==> src/rtl/matrix_serial_tx.sv <==
// Serial transmitter: start bit, WIDTH data bits LSB first, optional even parity, stop bit.
// One word is accepted per frame through a valid/ready handshake.
module matrix_serial_tx #(
    parameter int unsigned WIDTH      = 8,
    parameter int unsigned BIT_CYCLES = 1,
    parameter bit          PARITY_EN  = 1'b1
) (
    input  logic             CLK,
    input  logic             RST_N,
    input  logic [WIDTH-1:0] tx_data,
    input  logic             tx_valid,
    output logic             tx_ready,
    output logic             sout,
    output logic             busy,
    output logic             frame_done
);

    localparam int unsigned CW = (BIT_CYCLES > 1) ? $clog2(BIT_CYCLES) : 1;
    localparam int unsigned BW = (WIDTH > 1) ? $clog2(WIDTH) : 1;
    localparam logic [CW-1:0] CYC_LAST = CW'(BIT_CYCLES - 1);
    localparam logic [BW-1:0] BIT_LAST = BW'(WIDTH - 1);

    typedef enum logic [2:0] {
        IDLE   = 3'd0,
        START  = 3'd1,
        DATA   = 3'd2,
        PARITY = 3'd3,
        STOP   = 3'd4
    } state_t;

    state_t           state_q, state_d;
    logic [CW-1:0]    cyc_q, cyc_d;
    logic [BW-1:0]    bit_q, bit_d;
    logic [WIDTH-1:0] shift_q, shift_d;
    logic             par_q, par_d;
    logic             bit_end;
    logic             sout_d;
    logic             frame_done_d;

    // State, datapath and registered outputs
    always_ff @(posedge CLK or negedge RST_N) begin
        if (!RST_N) begin
            state_q    <= IDLE;
            cyc_q      <= '0;
            bit_q      <= '0;
            shift_q    <= '0;
            par_q      <= 1'b0;
            sout       <= 1'b1;
            tx_ready   <= 1'b1;
            busy       <= 1'b0;
            frame_done <= 1'b0;
        end else begin
            state_q    <= state_d;
            cyc_q      <= cyc_d;
            bit_q      <= bit_d;
            shift_q    <= shift_d;
            par_q      <= par_d;
            sout       <= sout_d;
            tx_ready   <= (state_d == IDLE);
            busy       <= (state_d != IDLE);
            frame_done <= frame_done_d;
        end
    end

    // Next-state, counters and next output values
    always_comb begin
        state_d      = state_q;
        cyc_d        = cyc_q;
        bit_d        = bit_q;
        shift_d      = shift_q;
        par_d        = par_q;
        sout_d       = 1'b1;
        frame_done_d = 1'b0;
        bit_end      = (cyc_q == CYC_LAST);

        case (state_q)
            IDLE: begin
                if (tx_valid) begin
                    shift_d = tx_data;
                    par_d   = ^tx_data;
                    state_d = START;
                end
            end
            START: begin
                if (bit_end) state_d = DATA;
            end
            DATA: begin
                if (bit_end) begin
                    if (bit_q == BIT_LAST) begin
                        state_d = PARITY_EN ? PARITY : STOP;
                    end else begin
                        bit_d   = bit_q + BW'(1);
                        shift_d = shift_q >> 1;
                    end
                end
            end
            PARITY: begin
                if (bit_end) state_d = STOP;
            end
            STOP: begin
                if (bit_end) state_d = IDLE;
            end
            default: state_d = IDLE;
        endcase

        // Counters restart on every state change; cycle counter also restarts per data bit
        if (state_d != state_q) begin
            cyc_d = '0;
            bit_d = '0;
        end else if (state_q != IDLE) begin
            cyc_d = bit_end ? '0 : cyc_q + CW'(1);
        end

        case (state_d)
            START:   sout_d = 1'b0;
            DATA:    sout_d = shift_d[0];
            PARITY:  sout_d = par_d;
            default: sout_d = 1'b1;
        endcase

        frame_done_d = (state_d == STOP) && (cyc_d == CYC_LAST);
    end

endmodule

==> config.mk <==
export PLATFORM = sky130hd
export DESIGN_NAME = matrix_serial_tx
export DESIGN_NICKNAME = d
export VERILOG_FILES = /design/src/rtl/matrix_serial_tx.sv
export SDC_FILE = /design/constraint.sdc
export NUM_CORES = 1
export LEC_CHECK = 0
export CAP_MARGIN = 20
export CORE_MARGIN = 4
export CORE_UTILIZATION = 55
export CTS_CLUSTER_DIAMETER = 60
export DETAILED_ROUTE_END_ITERATION = 12
export PLACE_DENSITY = 0.81
export SETUP_SLACK_MARGIN = 0.4
export SLEW_MARGIN = 20
export SYNTH_ARGS = -nofsm -noshare
export SYNTH_HDL_FRONTEND = slang
export SYNTH_SLANG_ARGS = --single-unit
==> constraint.sdc <==
create_clock -name CLK -period 4.9 [get_ports CLK]
set_input_delay 1.47 -clock CLK [delete_from_list [all_inputs] [get_ports CLK]]
set_output_delay 1.47 -clock CLK [all_outputs]
set_load 0.005 [all_outputs]
==> results.tsv <==
metric	value	unit
place_area	1130	sq um
clk_latency	310	ps
maxSlewViolCount	0	
design_area	1182	sq um
die_area	2531	sq um
ant_nets	0	
num_rows	15	
first_iter_violations	41	
synth_cells	83	
skew	6.030	ps
hold_class	reg -> reg	
slew-limit-headroom	41.83	%
report.power.total	0.7309	mW
post_drt_wl_per_cell	15.11	microns
finalWirelength	1.858	mm
syn_area_per_cell	11.86	sq um
final_core_util	69.23	%
area_growth	20.08	%
ys_ff_latch	20	
crit_chain	clkdlybuf4s50_1 -> nor4b_2 -> nor2_1 -> o31ai_1 -> o21a_1	
synth_top_area_share	45.74	%
required	5160	ps
critPathKind	in -> reg	
setup_tns	0	ps
cts.clk_slew.worst_paths	120	ps
crit_path_end_kind	flip-flop	
seq_area_frac_synth	51.08	%
cts_max_level	1	
rsz0062_at_grt	no	
fillers	113	
register_area	503.0	sq um
die_h	50.31	microns
placed_cells	119	
cts_hold_buffers	0	
worst-r2r-cell-count	4	
n_antenna_cell	0	
via_per_inst	5.707	
worstHoldStart	shift_q[3]	
gp_congestion	0.8295	
fin_crit	2991	ps
drive_gt1_share	14.29	%
drv_cap	0	
port_buffers	14	
irDropWorstVdd	0.2814	mV
leakagePower	0.5125	nW
hold_viol_final	0	
whs_path_depth	2	
place_ws	1637	ps
cts_tree	yes	
startpoint_type	input pin	
status	complete, no violations	
clkSinkCount	20	
final_nets	112	
synth_area_leaders	dfrtp_1, xnor2_1, a222oi_1	
core_area	1708	sq um
numCtsBuffers	3	
critPathMaxFanout	11	
grt_pass1_vias	717	
reg2reg_slack	3000	ps
syn_nets	96	
synth_area	984.7	sq um
finalNonFillerCells	123	
cp_slowest_cell	nor4b_2	
yosysTopAreaCell	dfrtp_1	
grt_overflow	0	
fmax	334.4	MHz
via_count	702	
start_util	57.66	%
boundaryPins	15	
drt-pass1-iter-count	4	
die_x	50.31	microns
grt_pass1_wl	3.387	mm
yosysWarnings	0	
synth_cell_types	34	
grt_antenna_before_repair	0	
setup_violations	0	
worst_hold_path.endpoint	shift_q[3]	
setup_slack	1909	ps
grt_max_degree	21	
clk_root_buffer_cell	clkbuf_4	
arrival	3250	ps
r2r-start	state_q[2]	
grt_use_total	17.93	%
cts_setup_buffers	0	
fin_crit_sh	61.03	%
worst_pin_slew	869.8	ps
power.density	618.2	nW/um^2
multi_input_area	429.2	sq um
reg2reg_to	sout	
slowest_delay	710	ps
drc	0	
cts_max_path_buffers	2	
holdWs	511.1	ps
hpwlAfterDp	1.367	mm
cts_resized	0	
==> critical path: cells and delay by family <==
kind,cells,cell delay (ps)
AO/OA/AOI/OAI,2,400
buffers and inverters,1,530
AND/OR/NAND/NOR,2,850
==> worst max path at each step <==
| stage | startpoint | endpoint | slack (ps) |
|---|---|---|---|
| finish | tx_valid | sout | 1910 |
| global route | tx_valid | sout | 1670 |
| CTS | tx_valid | sout | 1940 |
| detailed placement | tx_valid | sout | 1640 |
| global placement | tx_valid | sout | 1740 |
| floorplan | tx_valid | bit_q[0] | 2610 |
==> cells in the mapped netlist <==
master,number
nor4_1,1
nor3b_2,1
a21oi_1,1
o21ai_0,1
nor2_1,6
a311oi_2,1
o21ai_2,1
o21a_1,1
a32oi_1,1
nand4b_1,1
inv_2,1
and2b_1,1
and2b_4,1
nand2b_1,3
inv_1,6
ha_1,2
nand2_1,1
or3_1,2
buf_6,1
o21ai_1,2
dfrtp_1,18
xnor2_1,9
dfstp_2,2
nor3_1,1
nand3b_1,2
o31ai_1,1
or4b_4,1
a22o_1,1
a222oi_1,6
and2_1,1
o311a_2,1
mux2i_1,2
buf_4,2
nor4b_2,1
==> power by group <==
group / internal [mW] / switching, mW
logic: 0.154 / 0.150
clock network: 0.0827 / 0.0524
registers: 0.239 / 0.0530
==> area by class of cell <==
| type | count | share of cell area, % |
|---|---|---|
| clock buffers | 3 | 1.905 |
| clock inverters | 1 | 2.540 |
| inverters | 7 | 2.222 |
| multi-input cells | 53 | 36.30 |
| flip-flops and latches | 20 | 42.54 |
| well taps | 25 | 2.646 |
| repair buffers | 14 | 11.85 |
==> cell usage in the layout (no fill, tap or decap), types with 3 or more instances in the layout <==
| cell type | synthesis | final |
|---|---|---|
| inv_1 | 6 | 6 |
| clkdlybuf4s50_1 | 0 | 14 |
| xnor2_1 | 9 | 9 |
| nand2b_1 | 3 | 3 |
| nor2_1 | 6 | 6 |
| dfrtp_1 | 18 | 18 |
| a222oi_1 | 6 | 6 |
| clkbuf_4 | 0 | 3 |
==> cells by family after synthesis <==
| logic type | Yosys count | share of synthesized area (%) |
|---|---|---|
| XOR/XNOR | 9 | 8.006 |
| AND/OR/NAND/NOR | 23 | 16.01 |
| multiplexers | 2 | 2.033 |
| flip-flops | 20 | 51.08 |
| buffers and inverters | 10 | 5.336 |
| adder cells (fa/ha/maj) | 2 | 2.541 |
| AO/OA/AOI/OAI | 17 | 14.99 |
==> registers in the layout, summed over array words and instances, names as in the netlist <==
register	flops
par_q	1
busy	1
state_q	3
bit_q	3
cyc_q	1
frame_done	1
sout	1
tx_ready	1
shift_q	8
==> layer usage <==
layer	track usage, %	up-vias	share of wire [%]
met5	0	-	0
met4	8.969	0	2.8
met3	2.671	7	5.7
met2	27.83	27	48
met1	24.33	331	44
li1	-	337	-
(Power assumes the default switching activity.)
